<file path="src/rtl/eth_tx_scheduler.sv">
// Ethernet TX frame scheduler: arbitrates ARP/IP requesters and sequences the
// preamble/header/payload/FCS stages with per-stage timeout and inter-frame gap.
// Optional macro ETH_TX_SCHED_RR_EN selects round-robin arbitration (else ARP has fixed priority).
module eth_tx_scheduler #(
    parameter int IFG_CYCLES    = 12,
    parameter int STAGE_TIMEOUT = 1024
) (
    input  logic aclk,
    input  logic areset,
    input  logic arp_req,
    input  logic ip_req,
    output logic arp_grant,
    output logic ip_grant,
    output logic preamble_sfd_tx_start,
    input  logic preamble_sfd_tx_done,
    output logic eth_header_arp_tx_start,
    output logic eth_header_ip_tx_start,
    input  logic eth_header_arp_tx_done,
    input  logic eth_header_ip_tx_done,
    output logic payload_tx_start,
    input  logic payload_tx_done,
    output logic fcs_tx_start,
    input  logic fcs_tx_done,
    output logic tx_busy,
    output logic frame_done,
    output logic tx_error
);

    typedef enum logic [2:0] {
        IDLE     = 3'd0,
        PREAMBLE = 3'd1,
        HEADER   = 3'd2,
        PAYLOAD  = 3'd3,
        FCS      = 3'd4,
        IFG      = 3'd5
    } state_t;

    localparam logic [15:0] TIMEOUT_LAST = 16'(STAGE_TIMEOUT - 1);
    localparam logic [15:0] IFG_LAST     = 16'(IFG_CYCLES - 1);

    state_t      state_q, state_d;
    state_t      next_stage;
    logic [15:0] timer_q, timer_d;
    logic        winner_arp_q, winner_arp_d;
    logic        stage_done;
    logic        in_frame;
`ifdef ETH_TX_SCHED_RR_EN
    logic        last_ip_q, last_ip_d;
`endif

    logic arp_grant_q, arp_grant_d;
    logic ip_grant_q, ip_grant_d;
    logic pre_start_q, pre_start_d;
    logic hdr_arp_start_q, hdr_arp_start_d;
    logic hdr_ip_start_q, hdr_ip_start_d;
    logic pay_start_q, pay_start_d;
    logic fcs_start_q, fcs_start_d;
    logic tx_busy_q, tx_busy_d;
    logic frame_done_q, frame_done_d;
    logic tx_error_q, tx_error_d;

    always_comb begin
        state_d      = state_q;
        next_stage   = IDLE;
        timer_d      = timer_q + 16'd1;
        winner_arp_d = winner_arp_q;
        stage_done   = 1'b0;
        frame_done_d = 1'b0;
        tx_error_d   = 1'b0;
`ifdef ETH_TX_SCHED_RR_EN
        last_ip_d    = last_ip_q;
`endif
        case (state_q)
            IDLE: begin
                timer_d = '0;
                if (arp_req || ip_req) begin
`ifdef ETH_TX_SCHED_RR_EN
                    // On a tie the requester not served last wins.
                    winner_arp_d = (arp_req && ip_req) ? last_ip_q : arp_req;
                    last_ip_d    = ~winner_arp_d;
`else
                    winner_arp_d = arp_req;
`endif
                    state_d = PREAMBLE;
                end
            end
            PREAMBLE: begin
                stage_done = preamble_sfd_tx_done;
                next_stage = HEADER;
            end
            HEADER: begin
                stage_done = winner_arp_q ? eth_header_arp_tx_done : eth_header_ip_tx_done;
                next_stage = PAYLOAD;
            end
            PAYLOAD: begin
                stage_done = payload_tx_done;
                next_stage = FCS;
            end
            FCS: begin
                stage_done = fcs_tx_done;
                next_stage = IFG;
            end
            IFG: begin
                if (timer_q == IFG_LAST) begin
                    state_d = IDLE;
                    timer_d = '0;
                end
            end
            default: begin
                state_d = IDLE;
                timer_d = '0;
            end
        endcase

        // A done sampled in the expiry cycle still advances the frame normally.
        if (state_q inside {PREAMBLE, HEADER, PAYLOAD, FCS}) begin
            if (stage_done) begin
                state_d      = next_stage;
                timer_d      = '0;
                frame_done_d = (state_q == FCS);
            end else if (timer_q == TIMEOUT_LAST) begin
                state_d    = IFG;
                timer_d    = '0;
                tx_error_d = 1'b1;
            end
        end

        in_frame        = state_d inside {PREAMBLE, HEADER, PAYLOAD, FCS};
        arp_grant_d     = in_frame && winner_arp_d;
        ip_grant_d      = in_frame && !winner_arp_d;
        pre_start_d     = (state_d == PREAMBLE);
        hdr_arp_start_d = (state_d == HEADER) && winner_arp_d;
        hdr_ip_start_d  = (state_d == HEADER) && !winner_arp_d;
        pay_start_d     = (state_d == PAYLOAD);
        fcs_start_d     = (state_d == FCS);
        tx_busy_d       = (state_d != IDLE);
    end

    always_ff @(posedge aclk) begin
        if (areset) begin
            state_q         <= IDLE;
            timer_q         <= '0;
            winner_arp_q    <= 1'b0;
            arp_grant_q     <= 1'b0;
            ip_grant_q      <= 1'b0;
            pre_start_q     <= 1'b0;
            hdr_arp_start_q <= 1'b0;
            hdr_ip_start_q  <= 1'b0;
            pay_start_q     <= 1'b0;
            fcs_start_q     <= 1'b0;
            tx_busy_q       <= 1'b0;
            frame_done_q    <= 1'b0;
            tx_error_q      <= 1'b0;
`ifdef ETH_TX_SCHED_RR_EN
            last_ip_q       <= 1'b1;
`endif
        end else begin
            state_q         <= state_d;
            timer_q         <= timer_d;
            winner_arp_q    <= winner_arp_d;
            arp_grant_q     <= arp_grant_d;
            ip_grant_q      <= ip_grant_d;
            pre_start_q     <= pre_start_d;
            hdr_arp_start_q <= hdr_arp_start_d;
            hdr_ip_start_q  <= hdr_ip_start_d;
            pay_start_q     <= pay_start_d;
            fcs_start_q     <= fcs_start_d;
            tx_busy_q       <= tx_busy_d;
            frame_done_q    <= frame_done_d;
            tx_error_q      <= tx_error_d;
`ifdef ETH_TX_SCHED_RR_EN
            last_ip_q       <= last_ip_d;
`endif
        end
    end

    assign arp_grant               = arp_grant_q;
    assign ip_grant                = ip_grant_q;
    assign preamble_sfd_tx_start   = pre_start_q;
    assign eth_header_arp_tx_start = hdr_arp_start_q;
    assign eth_header_ip_tx_start  = hdr_ip_start_q;
    assign payload_tx_start        = pay_start_q;
    assign fcs_tx_start            = fcs_start_q;
    assign tx_busy                 = tx_busy_q;
    assign frame_done              = frame_done_q;
    assign tx_error                = tx_error_q;

endmodule

</file>
<file path="config.mk">
export PLATFORM = sky130hd
export DESIGN_NAME = eth_tx_scheduler
export DESIGN_NICKNAME = d
export VERILOG_FILES = /design/src/rtl/eth_tx_scheduler.sv
export SDC_FILE = /design/constraint.sdc
export NUM_CORES = 1
export LEC_CHECK = 0
export BUFFER_PORTS_ARGS = -buffer_cell sky130_fd_sc_hd__buf_2
export CAP_MARGIN = 20
export CORE_MARGIN = 3
export CORE_UTILIZATION = 48
export DETAILED_ROUTE_END_ITERATION = 10
export PLACE_DENSITY = 0.68
export RECOVER_POWER = 100
export SLEW_MARGIN = 20
export SYNTH_ARGS = -nofsm -noshare
export SYNTH_HDL_FRONTEND = slang
export SYNTH_SLANG_ARGS = --single-unit
</file>
<file path="constraint.sdc">
create_clock -name aclk -period 2.32 [get_ports aclk]
set_clock_uncertainty 0.1 [all_clocks]
set_input_delay 0 -clock aclk [delete_from_list [all_inputs] [get_ports aclk]]
set_output_delay 0 -clock aclk [all_outputs]
set_load 0.01 [all_outputs]
</file>
==> impl_metrics.xml <==
<?xml version="1.0" encoding="UTF-8"?>
<metrics>
  <group name="logic_synthesis">
    <metric name="synth_area_leaders" unit="">sky130_fd_sc_hd__dfxtp_1 (41%), sky130_fd_sc_hd__xor2_1 (6.7%), sky130_fd_sc_hd__nor2_1 (6.2%)</metric>
    <metric name="syn_area_per_cell" unit="sq um">9.524</metric>
    <metric name="synth_sequential_area_ratio" unit="%">41.49</metric>
    <metric name="synthArstFlopShare" unit="%">0</metric>
    <metric name="post_synth_edffs" unit="">0</metric>
    <metric name="mappedNetlistNets" unit="">162</metric>
    <metric name="post_synth_inst_count" unit="">152</metric>
    <metric name="yosys_most_used_dff" unit="">sky130_fd_sc_hd__dfxtp_1</metric>
    <metric name="yosys.area.top_type" unit="">sky130_fd_sc_hd__dfxtp_1</metric>
    <metric name="yosys_warn_count" unit="">0</metric>
    <metric name="yosys.cell_types.count" unit="">49</metric>
    <metric name="yosys_register_bits" unit="">30</metric>
    <metric name="yosysTopAreaCellShare" unit="%">41.49</metric>
    <metric name="synth.cell_area" unit="sq um">1448</metric>
  </group>
  <group name="drt">
    <metric name="route.antenna.remaining_nets" unit="">0</metric>
    <metric name="total_routed_wirelength" unit="um">2809</metric>
    <metric name="wire_per_inst" unit="um">13.50</metric>
    <metric name="detailedRoute.firstIterationViolations" unit="">27</metric>
    <metric name="routed_via_count_divided_by_cell_count" unit="">5.587</metric>
    <metric name="remaining_drc_errors" unit="">0</metric>
    <metric name="num_vias" unit="">1162</metric>
    <metric name="drt_first_pass_iters" unit="">4</metric>
  </group>
  <group name="pwr">
    <metric name="part_of_the_total_power_dissipated_in_combinational_logic" unit="%">13.1</metric>
    <metric name="clkPwrFrac" unit="%">32.1</metric>
    <metric name="netSwitchingFraction" unit="%">26.16</metric>
    <metric name="leakagePower" unit="nW">0.6204</metric>
    <metric name="worst_ir_drop_vdd" unit="mV">0.4798</metric>
    <metric name="switching_power" unit="mW">0.2597</metric>
    <metric name="internal_power" unit="mW">0.7329</metric>
    <metric name="seq_power_share" unit="%">54.9</metric>
    <metric name="powerDensity" unit="nW/um^2">610.2</metric>
  </group>
  <group name="clock_tree">
    <metric name="clock-root-buffer" unit="">sky130_fd_sc_hd__clkbuf_4</metric>
    <metric name="max-clock-path-buffers" unit="">2</metric>
    <metric name="numCtsBuffers" unit="">5</metric>
    <metric name="ctsHtreeMaxLevel" unit="">2</metric>
    <metric name="clkSlewWorstSetupHoldPaths" unit="ns">0.09</metric>
    <metric name="cts_setup_buffers" unit="">0</metric>
    <metric name="cts_num_sinks" unit="">30</metric>
    <metric name="cts_resized" unit="">0</metric>
    <metric name="cts_tree" unit="">built</metric>
    <metric name="clk_latency" unit="ns">0.33</metric>
  </group>
  <group name="place">
    <metric name="placement.cell_area" unit="sq um">1565</metric>
    <metric name="detailedPlace.worstSlack" unit="ns">0.2534</metric>
    <metric name="gp_congestion" unit="">0.8019</metric>
    <metric name="detailed_placement_hpwl" unit="um">2090</metric>
    <metric name="placement.io_buffers" unit="">18</metric>
  </group>
  <group name="critical_path">
    <metric name="critical_path_class" unit="">flop to flop</metric>
    <metric name="critical_path_peak_fanout" unit="">6</metric>
    <metric name="crit_required" unit="ns">2.48</metric>
    <metric name="startpoint_type" unit="">flop</metric>
    <metric name="path_cells" unit="">ha_1, and3_1, nand4_2, a2111oi_2, nor2_1, nor3b_2</metric>
    <metric name="worstSetupEndpointType" unit="">flop</metric>
    <metric name="critical_path.slowest_cell" unit="">sky130_fd_sc_hd__a2111oi_2</metric>
    <metric name="worst-r2r-setup-slack" unit="ns">0.23</metric>
    <metric name="worst_ep_arrival_time" unit="ns">2.26</metric>
    <metric name="timing.critical_path.slowest_cell_delay" unit="ns">0.55</metric>
  </group>
  <group name="sta">
    <metric name="setup_ws" unit="ns">0.2256</metric>
    <metric name="final_hold_viol_count" unit="">0</metric>
    <metric name="pin_slew_with_the_least_headroom_to_its_limit" unit="ns">0.4859</metric>
    <metric name="drv_slew" unit="">0</metric>
    <metric name="setup-tns-final" unit="ns">0</metric>
    <metric name="final-setup-viol-count" unit="">0</metric>
    <metric name="worst_slew_margin_rel" unit="%">67.61</metric>
    <metric name="post-route-period-util" unit="%">90.28</metric>
    <metric name="setup_repair_after_global_routing_missed_its_margin" unit="">no</metric>
    <metric name="layout_min_cycle_time" unit="ns">2.094</metric>
    <metric name="fmax" unit="GHz">0.4775</metric>
  </group>
  <group name="floorplanning">
    <metric name="floorplan.rows" unit="">19</metric>
    <metric name="die_height" unit="um">60.92</metric>
    <metric name="floorplan.core_area" unit="sq um">2805</metric>
    <metric name="design.portCount" unit="">19</metric>
    <metric name="dieArea" unit="sq um">3711</metric>
    <metric name="fp.dieW" unit="um">60.92</metric>
    <metric name="initial_core_util" unit="%">51.61</metric>
  </group>
  <group name="flow_run">
    <metric name="drv_cap" unit="">0</metric>
  </group>
  <group name="global_routing">
    <metric name="grt_start_max_net_pins" unit="">17</metric>
    <metric name="grt_use_total" unit="%">17.01</metric>
    <metric name="grt_antenna_before_repair" unit="">0</metric>
    <metric name="number_of_global_route_vias_before_repair" unit="">1073</metric>
    <metric name="global_route_wire_length_before_repair" unit="um">4623</metric>
    <metric name="global_route.overflow_total" unit="">0</metric>
  </group>
  <group name="cells_and_area">
    <metric name="flow.area_growth_from_synthesis" unit="%">12.36</metric>
    <metric name="layout-drive-gt1-share" unit="%">14.12</metric>
    <metric name="design.final.nets" unit="">186</metric>
    <metric name="n_antenna_cell" unit="">0</metric>
    <metric name="final_cell_area" unit="sq um">1627</metric>
  </group>
  <group name="status">
    <metric name="run_status" unit="">finished clean</metric>
  </group>
  <group name="worst_hold_path">
    <metric name="worst_min_delay_path_class" unit="">input pin to flop</metric>
  </group>
</metrics>
==> cells in the final DEF (no fill, tap or decap), types with 3 or more instances in the layout <==
master                      n
sky130_fd_sc_hd__buf_2      8
sky130_fd_sc_hd__and4_1     3
sky130_fd_sc_hd__o21ai_0    4
sky130_fd_sc_hd__nand2_1    8
sky130_fd_sc_hd__nor2_1    24
sky130_fd_sc_hd__clkbuf_1  11
sky130_fd_sc_hd__and3_1     4
sky130_fd_sc_hd__nand3_1    9
sky130_fd_sc_hd__mux2i_1    3
sky130_fd_sc_hd__dfxtp_1   30
sky130_fd_sc_hd__clkbuf_4   5
sky130_fd_sc_hd__xnor2_1    5
sky130_fd_sc_hd__nor4_1     4
sky130_fd_sc_hd__xor2_1    11
sky130_fd_sc_hd__inv_1      3
==> kinds of logic (layout without fill, tap and decap cells) <==
family / count (synthesis) / after routing / synth area share [%]
mux: 4 / 4 / 2.852
compound gates: 21 / 21 / 13.48
xor+xnor: 16 / 16 / 9.680
buf+inv: 7 / 32 / 2.074
fa+ha+maj: 1 / 1 / 0.8642
simple gates: 73 / 73 / 29.56
flops: 30 / 30 / 41.49
==> sequential cells by signal (all words and copies together) (netlist names) <==
signal	flops
arp_grant	1
eth_header_arp_tx_start	1
eth_header_ip_tx_start	1
fcs_tx_start	1
frame_done	1
ip_grant	1
payload_tx_start	1
preamble_sfd_tx_start	1
state_q	3
timer_q	16
tx_busy	1
tx_error	1
winner_arp_q	1
==> through the flow <==
step / hold slack, ns / power [mW] / std cells / utilization, %
2_1_floorplan: 0.09911 / 0.6539 / 152 / -
3_3_place_gp: 0.2231 / 0.6850 / 198 / 55.80
3_5_place_dp: 0.2268 / 0.6884 / 198 / 55.80
4_1_cts: 0.02918 / 1.010 / 208 / 58.65
5_1_grt: 0.06910 / 1.046 / 208 / 57.98
6_report: 0.05338 / 0.9926 / 208 / 57.98
==> metal layers <==
layer,up-vias,global-route usage [%],share of wire [%]
met5,-,0,0
met4,0,9.288,2.4
met3,7,3.830,3.5
met2,17,29.16,49
met1,539,19.48,45
li1,599,-,-
==> power groups by stage <==
stage / sequential [mW] / combinational, mW / clock [mW]
6_report: 0.545 / 0.130 / 0.318
4_1_cts: 0.545 / 0.135 / 0.330
5_1_grt: 0.547 / 0.144 / 0.354
2_1_floorplan: 0.557 / 0.0967 / 0
3_3_place_gp: 0.556 / 0.129 / 0
3_5_place_dp: 0.557 / 0.132 / 0
==> synth_stat cells, types with 2 or more instances <==
master / number
sky130_fd_sc_hd__and2_1: 3
sky130_fd_sc_hd__and3_1: 4
sky130_fd_sc_hd__and4_1: 2
sky130_fd_sc_hd__and4b_1: 2
sky130_fd_sc_hd__buf_2: 3
sky130_fd_sc_hd__dfxtp_1: 30
sky130_fd_sc_hd__inv_1: 3
sky130_fd_sc_hd__mux2i_1: 3
sky130_fd_sc_hd__nand2_1: 8
sky130_fd_sc_hd__nand3_1: 9
sky130_fd_sc_hd__nand4_1: 2
sky130_fd_sc_hd__nor2_1: 24
sky130_fd_sc_hd__nor3_1: 2
sky130_fd_sc_hd__nor4_1: 4
sky130_fd_sc_hd__o21a_1: 2
sky130_fd_sc_hd__o21ai_0: 4
sky130_fd_sc_hd__xnor2_1: 5
sky130_fd_sc_hd__xor2_1: 11
==> worst max-delay path: cells and delay by family (launching register included) <==
kind	cells	cell delay [ns]
simple gates	4	0.79
compound gates	1	0.55
flops	1	0.38
fa+ha+maj	1	0.20
==> final timing paths <==
path / from / end / cells past startpoint
hold / removal: arp_req / winner_arp_q / 3
setup / recovery: timer_q[0] / fcs_tx_start / 6
hold reg to reg: timer_q[0] / timer_q[0] / 1
setup reg to reg: timer_q[0] / fcs_tx_start / 6
==> cell type report <==
class                      instances  area [sq um]
multi-input combinational        115         810.8
clock buffer                       7         55.05
clock inverter                     1         5.005
fill                             272          1179
timing repair buffer              21         105.1
inverter                           3         11.26
sequential                        30         600.6
tap                               31         38.79
==> what timing repair did <==
item                       in CTS  in global routing
hold endpoints to repair       10                  0
hold buffers                    2                  0
setup endpoints to repair       0                  0
(Power assumes the default switching activity.)
